`config.mk`:
```
export PLATFORM = sky130hd
export DESIGN_NAME = adc_capture_buffer
export DESIGN_NICKNAME = d
export VERILOG_FILES = /design/src/rtl/adc_uart_pkg.sv /design/src/rtl/sample_ram.sv /design/src/rtl/adc_capture_buffer.sv
export SDC_FILE = /design/constraint.sdc
export NUM_CORES = 2
export LEC_CHECK = 0
export BUFFER_PORTS_ARGS = -buffer_cell sky130_fd_sc_hd__buf_2
export CAP_MARGIN = 40
export CORE_MARGIN = 8
export CORE_UTILIZATION = 50
export DETAILED_ROUTE_END_ITERATION = 6
export PLACE_DENSITY_LB_ADDON = 0.3
export SLEW_MARGIN = 20
export SYNTH_ARGS = -nofsm -noshare
export SYNTH_HDL_FRONTEND = slang
export SYNTH_SLANG_ARGS = --single-unit
```
`constraint.sdc`:
```
create_clock -name clk -period 8.2 [get_ports clk]
set_input_delay 0.41 -clock clk [delete_from_list [all_inputs] [get_ports clk]]
set_output_delay 0.41 -clock clk [all_outputs]
set_load 0.005 [all_outputs]
```
`src/rtl/adc_uart_pkg.sv`:
```
// ---------------------------------------------------------------------------
// adc_uart_pkg
// Shared definitions for the ADC capture / UART packet path:
//   - state_e        : capture and drain state encoding
//   - HEADER_DEFAULT : first byte of every packet
//   - PKT_*          : packet byte-order constants (header, count, samples)
//   - is_drain()     : true for the states that present a byte to the UART
//   - pkt_len()      : total packet length in bytes for a given sample count
// ---------------------------------------------------------------------------
package adc_uart_pkg;

   typedef enum logic [2:0] {
      IDLE    = 3'd0,
      CAPTURE = 3'd1,
      HDR     = 3'd2,
      CNT_HI  = 3'd3,
      CNT_LO  = 3'd4,
      SMP_HI  = 3'd5,
      SMP_LO  = 3'd6,
      DONE    = 3'd7
   } state_e;

   localparam logic [7:0] HEADER_DEFAULT = 8'hA5;

   // Packet layout: one header byte, count MSB then LSB, then each sample
   // MSB first, LSB second.
   localparam int unsigned PKT_HDR_BYTES = 32'd1;
   localparam int unsigned PKT_CNT_BYTES = 32'd2;
   localparam int unsigned PKT_SMP_BYTES = 32'd2;

   function automatic logic is_drain(input state_e s);
      return (s inside {HDR, CNT_HI, CNT_LO, SMP_HI, SMP_LO});
   endfunction

   function automatic int unsigned pkt_len(input int unsigned n_smp);
      return PKT_HDR_BYTES + PKT_CNT_BYTES + (PKT_SMP_BYTES * n_smp);
   endfunction

endpackage

```
`src/rtl/sample_ram.sv`:
```
// ---------------------------------------------------------------------------
// sample_ram
// Single-clock simple dual-port RAM, DEPTH x DATA_W, registered read
// (read data appears one cycle after the address). Read-during-write to the
// same address returns the old contents.
//   clk   : clock
//   we    : write enable
//   waddr : write address
//   wdata : write data
//   raddr : read address
//   rdata : read data, one cycle after raddr
// ---------------------------------------------------------------------------
module sample_ram #(
   parameter int DATA_W = 12,
   parameter int DEPTH  = 256,
   parameter int ADDR_W = 8
) (
   input  logic              clk,
   input  logic              we,
   input  logic [ADDR_W-1:0] waddr,
   input  logic [DATA_W-1:0] wdata,
   input  logic [ADDR_W-1:0] raddr,
   output logic [DATA_W-1:0] rdata
);

   logic [DATA_W-1:0] mem_r [DEPTH];

   // Write port
   always_ff @(posedge clk) begin
      if (we) begin
         mem_r[waddr] <= wdata;
      end
   end

   // Registered read port
   always_ff @(posedge clk) begin
      rdata <= mem_r[raddr];
   end

endmodule

```
`src/rtl/adc_capture_buffer.sv`:
```
// ---------------------------------------------------------------------------
// adc_capture_buffer
// Stores ADC samples while acquire is high, then streams a packet
// {HEADER, count[15:8], count[7:0], {smp[hi], smp[lo]} x count} to a UART
// transmitter over a valid/ready handshake.
//   clk            : system clock
//   rst            : synchronous active-high reset
//   acquire        : capture window (level)
//   sample_valid   : sample_data strobe
//   sample_data    : ADC sample, SAMPLE_W bits
//   tx_data        : byte to the transmitter
//   tx_valid       : tx_data valid
//   tx_ready       : transmitter accepts when tx_valid is also high
//   busy           : high in every state except IDLE
//   missed_trigger : one-cycle pulse for an ignored acquire rising edge
// ---------------------------------------------------------------------------
module adc_capture_buffer
   import adc_uart_pkg::*;
#(
   parameter int         SAMPLE_W = 12,
   parameter int         DEPTH    = 256,
   parameter int         ADDR_W   = 8,
   parameter logic [7:0] HEADER   = HEADER_DEFAULT
) (
   input  logic                clk,
   input  logic                rst,
   input  logic                acquire,
   input  logic                sample_valid,
   input  logic [SAMPLE_W-1:0] sample_data,
   output logic [7:0]          tx_data,
   output logic                tx_valid,
   input  logic                tx_ready,
   output logic                busy,
   output logic                missed_trigger
);

   localparam logic [ADDR_W-1:0] WR_ZERO  = {ADDR_W{1'b0}};
   localparam logic [ADDR_W-1:0] WR_ONE   = {{(ADDR_W-1){1'b0}}, 1'b1};
   localparam logic [ADDR_W:0]   CNT_ZERO = {(ADDR_W+1){1'b0}};
   localparam logic [ADDR_W:0]   CNT_ONE  = {{ADDR_W{1'b0}}, 1'b1};
   localparam logic [ADDR_W:0]   CNT_LAST = (ADDR_W+1)'(DEPTH - 1);

   state_e              state_r;
   state_e              state_nxt_s;
   logic                acquire_q_r;
   logic                rise_s;
   logic                start_s;
   logic                capture_wr_s;
   logic                accept_s;
   logic                smp_load_s;
   logic [ADDR_W-1:0]   wr_ptr_r;
   logic [ADDR_W:0]     rd_ptr_r;
   logic [ADDR_W:0]     count_r;
   logic [SAMPLE_W-1:0] sample_r;
   logic                ram_we_s;
   logic [ADDR_W-1:0]   ram_waddr_s;
   logic [SAMPLE_W-1:0] ram_rdata_s;
   logic [7:0]          tx_data_nxt_s;
   logic                tx_valid_nxt_s;
   logic                busy_nxt_s;
   logic [7:0]          tx_data_r;
   logic                tx_valid_r;
   logic                busy_r;
   logic                missed_r;

   // Upper byte of a sample, zero-extended to 16 bits first.
   function automatic logic [7:0] smp_hi(input logic [SAMPLE_W-1:0] s);
      return 8'(s >> 8);
   endfunction

   assign rise_s       = acquire & ~acquire_q_r;
   assign start_s      = (state_r == IDLE) & rise_s;
   assign capture_wr_s = (state_r == CAPTURE) & acquire & sample_valid;
   assign accept_s     = tx_valid_r & tx_ready;
   assign ram_we_s     = capture_wr_s | (start_s & sample_valid);
   assign ram_waddr_s  = (state_r == CAPTURE) ? wr_ptr_r : WR_ZERO;

   // rd_ptr already points at the following sample once SMP_HI is entered, so
   // the RAM has read it by the time SMP_LO is accepted; sample_r latches the
   // RAM output on every entry into SMP_HI and holds it through any stall.
   assign smp_load_s   = (state_nxt_s == SMP_HI) & (state_r != SMP_HI);

   sample_ram #(
      .DATA_W (SAMPLE_W),
      .DEPTH  (DEPTH),
      .ADDR_W (ADDR_W)
   ) u_ram (
      .clk   (clk),
      .we    (ram_we_s),
      .waddr (ram_waddr_s),
      .wdata (sample_data),
      .raddr (rd_ptr_r[ADDR_W-1:0]),
      .rdata (ram_rdata_s)
   );

   // State register
   always_ff @(posedge clk) begin
      if (rst) begin
         state_r <= IDLE;
      end else begin
         state_r <= state_nxt_s;
      end
   end

   // Next-state logic
   always_comb begin
      state_nxt_s = state_r;
      case (state_r)
         IDLE: begin
            if (rise_s) state_nxt_s = CAPTURE;
            else        state_nxt_s = IDLE;
         end
         CAPTURE: begin
            if (!acquire)                                  state_nxt_s = HDR;
            else if (capture_wr_s && (count_r == CNT_LAST)) state_nxt_s = HDR;
            else                                           state_nxt_s = CAPTURE;
         end
         HDR: begin
            if (accept_s) state_nxt_s = CNT_HI;
            else          state_nxt_s = HDR;
         end
         CNT_HI: begin
            if (accept_s) state_nxt_s = CNT_LO;
            else          state_nxt_s = CNT_HI;
         end
         CNT_LO: begin
            if (!accept_s)               state_nxt_s = CNT_LO;
            else if (count_r == CNT_ZERO) state_nxt_s = DONE;
            else                         state_nxt_s = SMP_HI;
         end
         SMP_HI: begin
            if (accept_s) state_nxt_s = SMP_LO;
            else          state_nxt_s = SMP_HI;
         end
         SMP_LO: begin
            if (!accept_s)              state_nxt_s = SMP_LO;
            else if (rd_ptr_r == count_r) state_nxt_s = DONE;
            else                        state_nxt_s = SMP_HI;
         end
         DONE:    state_nxt_s = IDLE;
         default: state_nxt_s = IDLE;
      endcase
   end

   // Output decode from the next state so the registered outputs line up
   // with the state they describe.
   always_comb begin
      tx_valid_nxt_s = is_drain(state_nxt_s);
      busy_nxt_s     = (state_nxt_s != IDLE);
      tx_data_nxt_s  = 8'h00;
      case (state_nxt_s)
         HDR:    tx_data_nxt_s = HEADER;
         CNT_HI: tx_data_nxt_s = 8'(count_r >> 8);
         CNT_LO: tx_data_nxt_s = count_r[7:0];
         SMP_HI: begin
            if (state_r == SMP_HI) tx_data_nxt_s = smp_hi(sample_r);
            else                   tx_data_nxt_s = smp_hi(ram_rdata_s);
         end
         SMP_LO:  tx_data_nxt_s = sample_r[7:0];
         default: tx_data_nxt_s = 8'h00;
      endcase
   end

   // Output registers
   always_ff @(posedge clk) begin
      if (rst) begin
         tx_data_r  <= 8'h00;
         tx_valid_r <= 1'b0;
         busy_r     <= 1'b0;
         missed_r   <= 1'b0;
      end else begin
         tx_data_r  <= tx_data_nxt_s;
         tx_valid_r <= tx_valid_nxt_s;
         busy_r     <= busy_nxt_s;
         missed_r   <= rise_s & (state_r != IDLE);
      end
   end

   // Edge detector, write/read pointers, sample count and held sample
   always_ff @(posedge clk) begin
      if (rst) begin
         acquire_q_r <= 1'b0;
         wr_ptr_r    <= WR_ZERO;
         rd_ptr_r    <= CNT_ZERO;
         count_r     <= CNT_ZERO;
         sample_r    <= {SAMPLE_W{1'b0}};
      end else begin
         acquire_q_r <= acquire;
         if (start_s) begin
            // A sample coincident with the opening edge lands at address 0.
            wr_ptr_r <= sample_valid ? WR_ONE : WR_ZERO;
            count_r  <= sample_valid ? CNT_ONE : CNT_ZERO;
            rd_ptr_r <= CNT_ZERO;
         end else if (capture_wr_s) begin
            wr_ptr_r <= wr_ptr_r + WR_ONE;
            count_r  <= count_r + CNT_ONE;
         end else if (smp_load_s) begin
            sample_r <= ram_rdata_s;
            rd_ptr_r <= rd_ptr_r + CNT_ONE;
         end else begin
            wr_ptr_r <= wr_ptr_r;
         end
      end
   end

   assign tx_data        = tx_data_r;
   assign tx_valid       = tx_valid_r;
   assign busy           = busy_r;
   assign missed_trigger = missed_r;

endmodule

```
==> impl_summary.txt <==
----------------------------------------------------
[Min path]
  Depth of the worst hold-timing path ... 1
  Hold wc startpoint ... sample_data[2]
  Endpoint of the worst hold path ... u_ram.mem_r[251][2]
  Class of the worst hold path ... input pin to flip-flop

[Logic synthesis]
  Average cell area after synthesis ... 21.2 sq um
  Post-synth ARST share ... 0%
  Flip-flop and latch count after synthesis ... 3137
  Sequential cell area fraction in the yosys report ... 77.3%
  Synth Cell Area ... 121000 sq um
  Yosys warning count ... 0
  Synthesized Nets ... 5718
  Number of flops mapped to enable cells by yosys ... 3072
  Top FF cell, synth ... sky130_fd_sc_hd__edfxtp_1
  Cell variety after synth ... 73
  Count of mapped cells out of synthesis ... 5696

[GRT]
  Maximum number of pins on one net before global-route repair ... 200
  Number of antenna violations at the first check in global routing ... 9
  Via count of the first global-routing pass ... 61300
  First-pass GRT wire length ... 467000 um
  Aggregate global-route resource usage ... 25.3%
  Overall overflow remaining after global route ... 0

[STA]
  Worst Hold Slack ... 95.7 ps
  Endpoints failing setup ... 0
  Achievable frequency ... 0.217 GHz
  Final TNS setup ... 0 ps
  Measured slew at the worst slew-check pin ... 1220 ps
  Number of failing hold endpoints at the final stage ... 0
  Slew margin rel. ... 18.9%
  Max-slew violations ... 0
  Post-layout min period ... 4610 ps
  Period utilisation layout ... 56.2%
  RSZ-0062 raised after global routing ... false
  Maximum clock skew at final layout ... 58.4 ps

[Routing]
  DRT antenna net count ... 0
  Top Layer Used ... met4
  Via count ... 62600
  Total met3 wirelength after detailed routing ... 39300 um
  DRC errors left ... 0
  Avg Vias per Cell ... 6.58
  First-pass DRT Iterations ... 7
  Routed met2 length ... 151000 um
  Overall routed net length ... 332000 um
  Wire length per cell ... 34.9 um
  Met1 Routed Length ... 126000 um
  Initial drt markers ... 9436

[Clock tree]
  Clk slew on worst S/H paths ... 60 ps
  CTS tree ... yes
  Setup Buffers After CTS ... 0
  Cts bufs inserted ... 325
  Clock Sink Count ... 3137
  Hold bufs inserted after CTS ... 7
  Clk Latency, worst-skew pair ... 960 ps
  PostCTS Resize Cnt ... 0
  Maximum buffer depth of the clock tree ... 4
  Cell at the root of the clock tree ... sky130_fd_sc_hd__clkbuf_16
  Number of levels in the clock H-tree ... 5

[Worst setup path]
  Crit-path max FO ... 35
  WP data required ... 9050 ps
  Launch instance of the worst register-to-register path ... rd_ptr_r[2]
  Crit. End Element ... flip-flop
  Worst reg2reg setup slack ... 3590 ps
  First element of the critical path ... rd_ptr_r[2]
  Type of the worst setup path ... flip-flop to flip-flop
  Depth of the most critical reg-to-reg path ... 9
  Reg-to-reg critical path endpoint ... u_ram.rdata[7]
  Startpoint type of the worst setup path ... flip-flop
  Arrival time of the worst setup path ... 5460 ps

[Die]
  Number of primary I/O pins ... 28
  Initial core utilization ... 50.3%
  Placement Rows ... 180
  Area of the die ... 258000 sq um
  Die span in x ... 508 um
  Std-Cell Core Area ... 241000 sq um
  Vertical die dimension ... 508 um

[Pwr]
  Worst VDD drop ... 0.253 mV
  Pleak ... 41.9 nW
  Areal power density over the cells ... 238 nW/um^2

[Finish]
  Count of nets after finishing ... 6114
  Area Overhead vs Synth ... 13.8%
  Proportion of layout cells with a drive suffix above 1 ... 26.1%
  Non-filler cells in the finished layout ... 9519

[Job]
  # Max-Cap Violations ... 0

[Place]
  Buffers on Ports ... 27
  Dpl cells ... 8913
  HPWL Detailed ... 198000 um
  Final RePlAce weighted congestion ... 0.879

[Status]
  Run status ... completed

----------------------------------------------------
==> how the worst max path moves through the flow <==
stage | to | depth (start not counted)
floorplan | u_ram.mem_r[110][0] | 8
global placement | u_ram.rdata[5] | 8
detailed placement | u_ram.rdata[2] | 7
CTS | u_ram.rdata[2] | 7
global route | u_ram.rdata[2] | 7
finish | u_ram.rdata[7] | 9
==> layer usage <==
| layer | GRT usage, % | vias to the layer above |
|---|---|---|
| li1 | - | 24700 |
| met1 | 35.7 | 33000 |
| met2 | 38.1 | 4109 |
| met3 | 6.61 | 725 |
| met4 | 10.0 | 0 |
| met5 | 0 | - |
==> power by group <==
group | leakage (nW) | total (mW) | internal (mW) | switching, mW
clock network | 5.12 | 14.7 | 8.74 | 5.95
registers | 28.1 | 17.6 | 17.6 | 0.0234
logic | 8.63 | 0.453 | 0.0854 | 0.367
total | 41.9 | 32.8 | 26.4 | 6.34
==> cells in the final DEF (no fill, tap or decap), drive strengths merged, types with 6 or more instances in the layout <==
master / instances
edfxtp: 3072
mux4: 699
clkbuf: 409
buf: 392
nor2: 340
mux2i: 265
nand2: 126
a22oi: 122
clkinv: 111
a21oi: 109
dfxtp: 65
a221oi: 60
nand3: 58
o21ai: 53
bufinv: 43
o22ai: 31
a211oi: 30
o221ai: 29
a22o: 27
nor3: 24
a31oi: 20
inv: 19
xor2: 17
nor2b: 14
a32oi: 13
nor3b: 11
xnor2: 11
and2: 11
and3: 10
o211ai: 10
dlygate4sd3: 10
a2111oi: 9
nand2b: 8
o31ai: 7
nand4: 7
diode: 6
nor4: 6
a311oi: 6
==> registers in the layout, summed over array words and instances, names as in the netlist <==
name	flops
acquire_q_r	1
u_ram.rdata	12
wr_ptr_r	8
sample_r	12
tx_data	8
busy	1
rd_ptr_r	9
count_r	9
state_r	3
u_ram.mem_r	3072
missed_trigger	1
tx_valid	1
==> through the flow <==
stage	instance area (sq um)	worst slack, ps	utilization, %	total power, mW
after floorplan	121000	5270	-	18.0
after global placement	126000	3060	52.4	18.4
after detailed placement	127000	3730	52.7	18.4
after CTS	137000	3720	57.0	32.9
after global routing	138000	3440	57.3	33.5
final	138000	3590	57.3	32.8
==> critical path, stage by stage, from the launching register on <==
cell and delay, ps:
sky130_fd_sc_hd__dfxtp_4 680, sky130_fd_sc_hd__buf_4 610, sky130_fd_sc_hd__and2_4 750, sky130_fd_sc_hd__buf_4 660
sky130_fd_sc_hd__buf_4 500, sky130_fd_sc_hd__a22oi_1 180, sky130_fd_sc_hd__nand2_1 100, sky130_fd_sc_hd__a311o_1 290
sky130_fd_sc_hd__nand3_1 280, sky130_fd_sc_hd__a221oi_1 360
==> Yosys cell counts, types with 4 or more instances <==
cell type	instances	area (sq um)
sky130_fd_sc_hd__a2111oi_0	9	78.8
sky130_fd_sc_hd__a211oi_1	30	225
sky130_fd_sc_hd__a21boi_0	4	30.0
sky130_fd_sc_hd__a21oi_1	109	546
sky130_fd_sc_hd__a221o_1	5	50.1
sky130_fd_sc_hd__a221oi_1	58	508
sky130_fd_sc_hd__a22o_1	27	236
sky130_fd_sc_hd__a22oi_1	122	916
sky130_fd_sc_hd__a311oi_1	6	52.6
sky130_fd_sc_hd__a31oi_1	20	125
sky130_fd_sc_hd__a32oi_1	13	114
sky130_fd_sc_hd__and2_1	10	62.6
sky130_fd_sc_hd__and3_1	10	62.6
sky130_fd_sc_hd__buf_1	22	82.6
sky130_fd_sc_hd__buf_2	90	450
sky130_fd_sc_hd__buf_4	35	263
sky130_fd_sc_hd__buf_6	40	450
sky130_fd_sc_hd__buf_8	5	75.1
sky130_fd_sc_hd__clkbuf_1	151	567
sky130_fd_sc_hd__dfxtp_1	65	1300
sky130_fd_sc_hd__edfxtp_1	3072	92200
sky130_fd_sc_hd__ha_1	5	62.6
sky130_fd_sc_hd__inv_1	10	37.5
sky130_fd_sc_hd__mux2i_1	265	2650
sky130_fd_sc_hd__mux4_2	699	15700
sky130_fd_sc_hd__nand2_1	126	473
sky130_fd_sc_hd__nand2b_1	8	50.1
sky130_fd_sc_hd__nand3_1	58	290
sky130_fd_sc_hd__nand4_1	7	43.8
sky130_fd_sc_hd__nor2_1	340	1280
sky130_fd_sc_hd__nor2b_1	14	87.6
sky130_fd_sc_hd__nor3_1	24	120
sky130_fd_sc_hd__nor3b_1	11	82.6
sky130_fd_sc_hd__nor4_1	6	37.5
sky130_fd_sc_hd__o2111ai_1	4	35.0
sky130_fd_sc_hd__o211ai_1	10	75.1
sky130_fd_sc_hd__o21ai_0	52	260
sky130_fd_sc_hd__o221ai_1	29	254
sky130_fd_sc_hd__o22ai_1	31	194
sky130_fd_sc_hd__o31ai_1	7	52.6
sky130_fd_sc_hd__or3_1	4	25.0
sky130_fd_sc_hd__xnor2_1	11	96.3
sky130_fd_sc_hd__xor2_1	17	149
==> cell type report <==
class                      instances  area, sq um
fill                           17400       103000
timing repair buffer             413         3860
inverter                          12         50.0
antenna                            6         15.0
sequential                      3137        93600
clock inverter                   165         1900
tap                             3185         3990
clock buffer                     398         8550
multi-input combinational       2203        25800
==> cells by family (layout without fill, tap and decap cells) <==
group                      count (synthesis)  after routing  synth area share [%]
DFF                                     3137           3137                  77.3
muxes                                    965            965                  15.2
and+or+nand+nor                          631            631                  2.24
AOI/OAI and AO/OA                        574            574                  3.39
buffers and inverters                    356            988                  1.61
xor gates and xnor gates                  28             28                 0.203
adders and majority gates                  5              5                0.0517
other                                      0              6                     0
(Power assumes the default switching activity.)
